--- src/rtl/mem_master_pkg.sv ---
// -----------------------------------------------------------------------------
// mem_master_pkg
// Shared definitions for the mem_master burst engine:
//   state_e     - controller state encoding (IDLE, WRITE, READ, DRAIN)
//   beat_width  - width of the beat counter / req_len for a given address
//                 width (one extra bit so a full-depth burst is representable)
// -----------------------------------------------------------------------------
package mem_master_pkg;

    typedef enum logic [1:0] {
        ST_IDLE  = 2'd0,
        ST_WRITE = 2'd1,
        ST_READ  = 2'd2,
        ST_DRAIN = 2'd3
    } state_e;

    function automatic int beat_width(input int addr_width);
        return addr_width + 1;
    endfunction

endpackage

--- src/rtl/mem_master.sv ---
// -----------------------------------------------------------------------------
// mem_master
// Burst master in front of a single-port synchronous memory. Accepts one burst
// request at a time, then issues one memory command per beat at consecutive
// (wrapping) addresses. Read data returns one cycle after rd_en and is passed
// straight through as the response.
//
// Ports
//   clk, rst                  clock, asynchronous active-high reset
//   req_valid/req_ready       burst request handshake (ready only when idle)
//   req_write/addr/len        burst direction, start address, beat count
//                             (len 0 is one beat)
//   wdata_valid/ready, wdata  write-beat handshake and data
//   rsp_valid/data/last       read response, last-beat flag
//   rsp_ready                 response backpressure (MEM_MASTER_RSP_BP_EN only)
//   addr, wr_en, rd_en,
//   wr_data, rd_data          memory-side command / read data
//   busy                      controller not idle
//
// Configuration
//   MEM_MASTER_RSP_BP_EN      when defined, adds rsp_ready; responses hold
//                             until accepted and reads stall behind them.
//                             When undefined, responses are always consumed.
// -----------------------------------------------------------------------------
module mem_master
    import mem_master_pkg::*;
#(
    parameter int ADDR_WIDTH = 3,
    parameter int DATA_WIDTH = 8
) (
    input  logic                              clk,
    input  logic                              rst,
    input  logic                              req_valid,
    output logic                              req_ready,
    input  logic                              req_write,
    input  logic [ADDR_WIDTH-1:0]             req_addr,
    input  logic [beat_width(ADDR_WIDTH)-1:0] req_len,
    input  logic                              wdata_valid,
    output logic                              wdata_ready,
    input  logic [DATA_WIDTH-1:0]             wdata,
    output logic                              rsp_valid,
    output logic [DATA_WIDTH-1:0]             rsp_data,
    output logic                              rsp_last,
`ifdef MEM_MASTER_RSP_BP_EN
    input  logic                              rsp_ready,
`endif
    output logic [ADDR_WIDTH-1:0]             addr,
    output logic                              wr_en,
    output logic                              rd_en,
    output logic [DATA_WIDTH-1:0]             wr_data,
    input  logic [DATA_WIDTH-1:0]             rd_data,
    output logic                              busy
);

    localparam int BEAT_W = beat_width(ADDR_WIDTH);

    state_e                state_q, state_d;
    logic [ADDR_WIDTH-1:0] addr_q, addr_d;
    logic [BEAT_W-1:0]     beats_q, beats_d;
    logic                  rsp_valid_q, rsp_valid_d;
    logic                  rsp_last_q, rsp_last_d;

    logic rsp_take;   // response slot is empty or is being emptied this cycle
    logic last_beat;  // the beat in flight this cycle is the final one

`ifdef MEM_MASTER_RSP_BP_EN
    assign rsp_take = !rsp_valid_q || rsp_ready;
`else
    assign rsp_take = 1'b1;
`endif

    assign last_beat = (beats_q == BEAT_W'(1));

    // Memory commands come straight from state so the first beat issues the
    // cycle after acceptance. Address/data are zeroed when no command is live.
    assign wr_en   = (state_q == ST_WRITE) && wdata_valid;
    assign rd_en   = (state_q == ST_READ) && rsp_take;
    assign addr    = (wr_en || rd_en) ? addr_q : '0;
    assign wr_data = wr_en ? wdata : '0;

    assign wdata_ready = (state_q == ST_WRITE);
    assign req_ready   = (state_q == ST_IDLE);
    assign busy        = (state_q != ST_IDLE);

    // rd_data is held by the memory until the next rd_en, and no rd_en can
    // issue while a response is stalled, so it needs no local copy.
    assign rsp_valid = rsp_valid_q;
    assign rsp_last  = rsp_last_q;
    assign rsp_data  = rsp_valid_q ? rd_data : '0;

    always_comb begin
        // NOTE: every always_comb target gets a default first so no path
        // leaves it unassigned and a latch is never inferred.
        state_d     = state_q;
        addr_d      = addr_q;
        beats_d     = beats_q;
        rsp_valid_d = rsp_valid_q;
        rsp_last_d  = rsp_last_q;

        // A response register slot is refilled by the read issued this cycle,
        // or cleared when it drains with nothing behind it.
        if (rsp_take) begin
            rsp_valid_d = rd_en;
            rsp_last_d  = rd_en && last_beat;
        end

        unique case (state_q)
            ST_IDLE: begin
                if (req_valid) begin
                    addr_d  = req_addr;
                    beats_d = (req_len == '0) ? BEAT_W'(1) : req_len;
                    state_d = req_write ? ST_WRITE : ST_READ;
                end
            end
            ST_WRITE: begin
                if (wr_en) begin
                    addr_d  = addr_q + ADDR_WIDTH'(1);
                    beats_d = beats_q - BEAT_W'(1);
                    if (last_beat) state_d = ST_IDLE;
                end
            end
            ST_READ: begin
                if (rd_en) begin
                    addr_d  = addr_q + ADDR_WIDTH'(1);
                    beats_d = beats_q - BEAT_W'(1);
                    if (last_beat) state_d = ST_DRAIN;
                end
            end
            ST_DRAIN: begin
                // Only the final response can be outstanding here.
                if (rsp_take) state_d = ST_IDLE;
            end
            default: state_d = ST_IDLE;
        endcase
    end

    // NOTE: sequential state uses non-blocking assignments so every register
    // samples its pre-edge value regardless of statement order.
    always_ff @(posedge clk or posedge rst) begin
        if (rst) begin
            state_q     <= ST_IDLE;
            addr_q      <= '0;
            beats_q     <= '0;
            rsp_valid_q <= 1'b0;
            rsp_last_q  <= 1'b0;
        end else begin
            state_q     <= state_d;
            addr_q      <= addr_d;
            beats_q     <= beats_d;
            rsp_valid_q <= rsp_valid_d;
            rsp_last_q  <= rsp_last_d;
        end
    end

endmodule

--- config.mk ---
export PLATFORM = sky130hd
export DESIGN_NAME = mem_master
export DESIGN_NICKNAME = d
export VERILOG_FILES = /design/src/rtl/mem_master_pkg.sv /design/src/rtl/mem_master.sv
export SDC_FILE = /design/constraint.sdc
export NUM_CORES = 1
export LEC_CHECK = 0
export BUFFER_PORTS_ARGS = -buffer_cell sky130_fd_sc_hd__buf_2
export CAP_MARGIN = 15
export CORE_UTILIZATION = 45
export DETAILED_ROUTE_END_ITERATION = 8
export PLACE_DENSITY = 0.84
export SLEW_MARGIN = 10
export SYNTH_ARGS = -nofsm -noshare
export SYNTH_HDL_FRONTEND = slang
export SYNTH_SLANG_ARGS = --single-unit
--- constraint.sdc ---
create_clock -name clk -period 2.9 [get_ports clk]
set_input_delay 0.435 -clock clk [delete_from_list [all_inputs] [get_ports clk]]
set_output_delay 0.435 -clock clk [all_outputs]
set_load 0.02 [all_outputs]
======== Word-level counts from Yosys, hierarchy flattened ========
Cells that the tools add are included.
cells by class
  reductions and logical operators ........ 9
  add/sub/neg operators ................... 2
  equal/unequal tests ..................... 8
  multiplexer cells ....................... 16
operators with widths
  kind                                              count
  two-way mux 8 bit                                 2
  two-way mux 4 bit                                 3
  one-hot mux 4 bit (3 select lines)                1
  two-way mux 2 bit                                 5
  two-way mux 3 bit                                 3
  one-hot mux 3 bit (3 select lines)                1
  one-hot mux 2 bit (4 select lines)                1
  != test 2 x 1 -> 1 bit, second input constant     3
  == test 2 bit, second input constant              2
  == test 4 x 1 -> 1 bit, second input constant     1
  logical NOT 4 bit                                 1
  AND reduction 4 bit                               1
  subtractor 4 x 1 -> 4 bit, second input constant  1
  adder 3 x 1 -> 3 bit, second input constant       1
  AND reduction 3 bit                               1
  nonzero test 3 bit                                1
  == test 2 x 1 -> 1 bit, second input constant     1
  logical AND 1 bit                                 2
  logical NOT 2 bit                                 1
  != test 2 bit, second input constant              1
  nonzero test 2 bit                                1
  logical OR 1 bit                                  1
storage, ports and cells
  flip-flop bits (word level) ............. 11
  logic and storage cells ................. 40

======== Depth between registers and ports, before layout ========
  depth after elaboration ................. 4
  gate-level depth with buffers ........... 6

======== Worst setup path before layout ========
Ideal clock, no wire load.
  kind .................................... reg-to-output
  from .................................... reg state_q[1]
  to ...................................... out addr[0]
  path buffers ............................ 0
  arrival time ............................ 1.430 ns
  setup slack ............................. 1.035 ns
  stages on the path, launching flop included .. 6
  data required time ...................... 2.465 ns
  cells stage by stage .................... dfrtp_1 inv_1 ha_1 and2_1 nor2_1 nor2b_1
on the way
  longest elaborated chain between the ends .. 4
  elaborated cells on any way between the ends .. 5
ends and longest elaborated chain
  item                    line               text
  start, declared         mem_master.sv:57   state_e state_q, state_d;
  start signal, assigned  mem_master.sv:147  state_q <= state_d;
  == test 2 x 1 -> 1 bit  mem_master.sv:76   assign wr_en = (state_q == ST_WRITE) && wdata_valid;
  logical AND 1 bit       mem_master.sv:76
  via wr_en               mem_master.sv:48   output logic wr_en,
  logical OR 1 bit        mem_master.sv:78   assign addr = (wr_en || rd_en) ? addr_q : '0;
  two-way mux 3 bit       mem_master.sv:78
  end, declared           mem_master.sv:47   output logic [ADDR_WIDTH-1:0] addr,
The timed path passes the listed nets, and every way through them passes these cells.

======== Final worst setup path ========
  from .................................... reg state_q[1]
  to ...................................... out addr[2]
on the way
  longest elaborated chain between the ends .. 4
  elaborated cells on any way between the ends .. 5
ends and longest elaborated chain
  item                    line
  == test 2 x 1 -> 1 bit  mem_master.sv:76
  logical AND 1 bit       mem_master.sv:76
  logical OR 1 bit (*)    mem_master.sv:78
  two-way mux 3 bit (*)   mem_master.sv:78
Every way passes the cells marked *; elsewhere a longest branch is shown, timed or not.

==> flow_metrics.env <==
export IMPL_status="finished, final reports clean"
export IMPL_totalPowerFinal_w=0.00126
export IMPL_wirelength_um=2160
export IMPL_fin_ws_ps=808
export IMPL_core_area_sq_um=1760
export IMPL_relSlewSlack=0.636
export IMPL_path_clk_slew_ps=70
export IMPL_skew_ps=6.58
export IMPL_firstDrtPassIters=4
export IMPL_tightest_slew_ps=545
export IMPL_cts_buffers=3
export IMPL_die_area_sq_um=2090
export IMPL_overflow=0
export IMPL_ioPinCount=54
export IMPL_end_kind="primary output"
export IMPL_vias=880
export IMPL_synthCells=98
export IMPL_hold_viol=0
export IMPL_ys_warn_count=0
export IMPL_fin_crit_sh=0.721
export IMPL_wl_per_cell_um=12.2
export IMPL_cts_max_path_buffers=2
export IMPL_antenna_cells=0
export IMPL_ctsHoldBuffers=0
export IMPL_drc_errors=0
export IMPL_htree_levels=1
export IMPL_path_class="reg2out"
export IMPL_grt_pass1_vias=795
export IMPL_ys_seq_area_frac=0.319
export IMPL_syn_to_final_growth_pct=35.3
export IMPL_placed_area_sq_um=1140
export IMPL_dp_slack_ps=1090
export IMPL_port_buffers=53
export IMPL_chipHeight_um=45.8
export IMPL_grt_usage=0.217
export IMPL_syn_nets=135
export IMPL_cts_resized=0
export IMPL_startpoint_type="flop"
export IMPL_routabilityCongestion=0.796
export IMPL_synth_seq_cells=11
export IMPL_reg2reg_to="addr_q[2]"
export IMPL_fin_util=0.661
export IMPL_cts_setup_buffers=0
export IMPL_grt_max_degree=15
export IMPL_reg2reg_from="state_q[0]"
export IMPL_via_per_inst=4.97
export IMPL_max_freq_mhz=478
export IMPL_power_density_nw_per_um2=1080
export IMPL_fillers=165
export IMPL_grt_pass1_wl_um=3230
export IMPL_cts_root_buffer="clkbuf_4"
export IMPL_period_minus_slack_ps=2090
export IMPL_initial_core_util=0.489
export IMPL_fp_row_count=15
export IMPL_die_w_um=45.8
export IMPL_cp_max_fo=9
export IMPL_rsz0062_at_grt="false"
export IMPL_cts_tree="yes"
export IMPL_syn_area_sq_um=862
export IMPL_arrival_ps=1660
export IMPL_min_delay_path_class="in2async"
export IMPL_final_common_cell="buf_2"
export IMPL_ff2ff_path_depth=5
export IMPL_synth_area_per_cell_sq_um=8.80
export IMPL_ant_nets=0
export IMPL_setup_viol=0
export IMPL_clock_sinks=11
export IMPL_synth_distinct_cells=27
export IMPL_ir_drop_mv=0.708
export IMPL_layout_nets=190
export IMPL_slew_violations=0
export IMPL_grt_antenna_before_repair=0
export IMPL_drtIter0Drc=15
export IMPL_r2r_slack_ps=1140
export IMPL_place_hpwl_um=1740
export IMPL_max_cap_viol_count=0
export IMPL_layout_drive_gt1_share=0.388
export IMPL_finalInstanceArea_sq_um=1170
export IMPL_required_ps=2470
export IMPL_p_leak_nw=0.684
export IMPL_final_cell_mix="53 x buf_2, 11 x nand2_1, 11 x dfrtp_1"
export IMPL_worstSkewPairLatency_ps=270
export IMPL_tns_ps=0
-- Yosys cell counts (all sizes together) --
| cell type | instances | area share |
|---|---|---|
| dfrtp | 11 | 0.32 |
| nand2 | 11 | 0.048 |
| and2 | 10 | 0.073 |
| inv | 10 | 0.044 |
| ha | 9 | 0.13 |
| and3 | 8 | 0.058 |
| o21ai | 7 | 0.041 |
| mux2i | 3 | 0.035 |
| nand3 | 3 | 0.023 |
| nor2b | 3 | 0.022 |
| nor3b | 3 | 0.026 |
| clkbuf | 2 | 0.0087 |
| nand4b | 2 | 0.020 |
| nor2 | 2 | 0.0087 |
| nor3 | 2 | 0.012 |
| o211ai | 2 | 0.017 |
| a211o | 1 | 0.010 |
| a21oi | 1 | 0.0058 |
| a221o | 1 | 0.012 |
| a221oi | 1 | 0.017 |
| a31oi | 1 | 0.0073 |
| buf | 1 | 0.013 |
| o221ai | 1 | 0.010 |
| o32a | 1 | 0.012 |
| o32ai | 1 | 0.019 |
| or2b | 1 | 0.0087 |
-- area by class of cell --
cell class | instances | area, sq um | share of cell area
multi-input combinational | 74 | 531 | 0.455
sequential | 11 | 275 | 0.236
timing repair buffer | 53 | 265 | 0.227
inverter | 10 | 37.5 | 0.0322
tap | 25 | 31.3 | 0.0268
clock buffer | 4 | 26.3 | 0.0225
-- registers in the layout, indices dropped and copies added, names as in the netlist --
register,flops
addr_q,3
beats_q,4
rsp_last,1
rsp_valid,1
state_q,2
-- cells by family (layout without fill, tap and decap cells) --
kind of cell	count (synthesis)	in the layout	share of synthesized area
mux	3	3	0.0348
fa+ha+maj	9	9	0.131
compound gates	17	17	0.151
buf+inv	13	67	0.0653
flops	11	11	0.319
simple gates	45	45	0.299
-- through the flow --
stage,hold slack [ps],cells
final,144,177
after global routing,188,177
after CTS,158,177
after detailed placement,446,173
after global placement,442,173
after floorplan,287,98
-- metal layers --
layer,global-route usage,share of wire
met1,0.223,0.39
met2,0.414,0.54
met3,0.0675,0.060
met4,0.0647,0.0070
met5,0,0
-- where the power goes --
part	internal [W]	total, W	switching, W
sequential	0.000232	0.000304	0.0000717
clock	0.0000533	0.000106	0.0000522
combinational	0.000336	0.000851	0.000515
-- critical path: stages, from the launching register on --
cell and delay, ps:
dfrtp_1 390, inv_1 100, ha_1 270, and2_1 200, nor2_1 200, nor2b_1 80
buf_2 160
-- worst max path at each step --
stage | startpoint | to | cells past startpoint
detailed placement | state_q[1] | addr[1] | 6
global route | state_q[1] | addr[2] | 6
global placement | state_q[1] | addr[0] | 6
floorplan | state_q[1] | addr[0] | 5
finish | state_q[1] | addr[2] | 6
CTS | state_q[1] | addr[2] | 6
(Power assumes the default switching activity.)
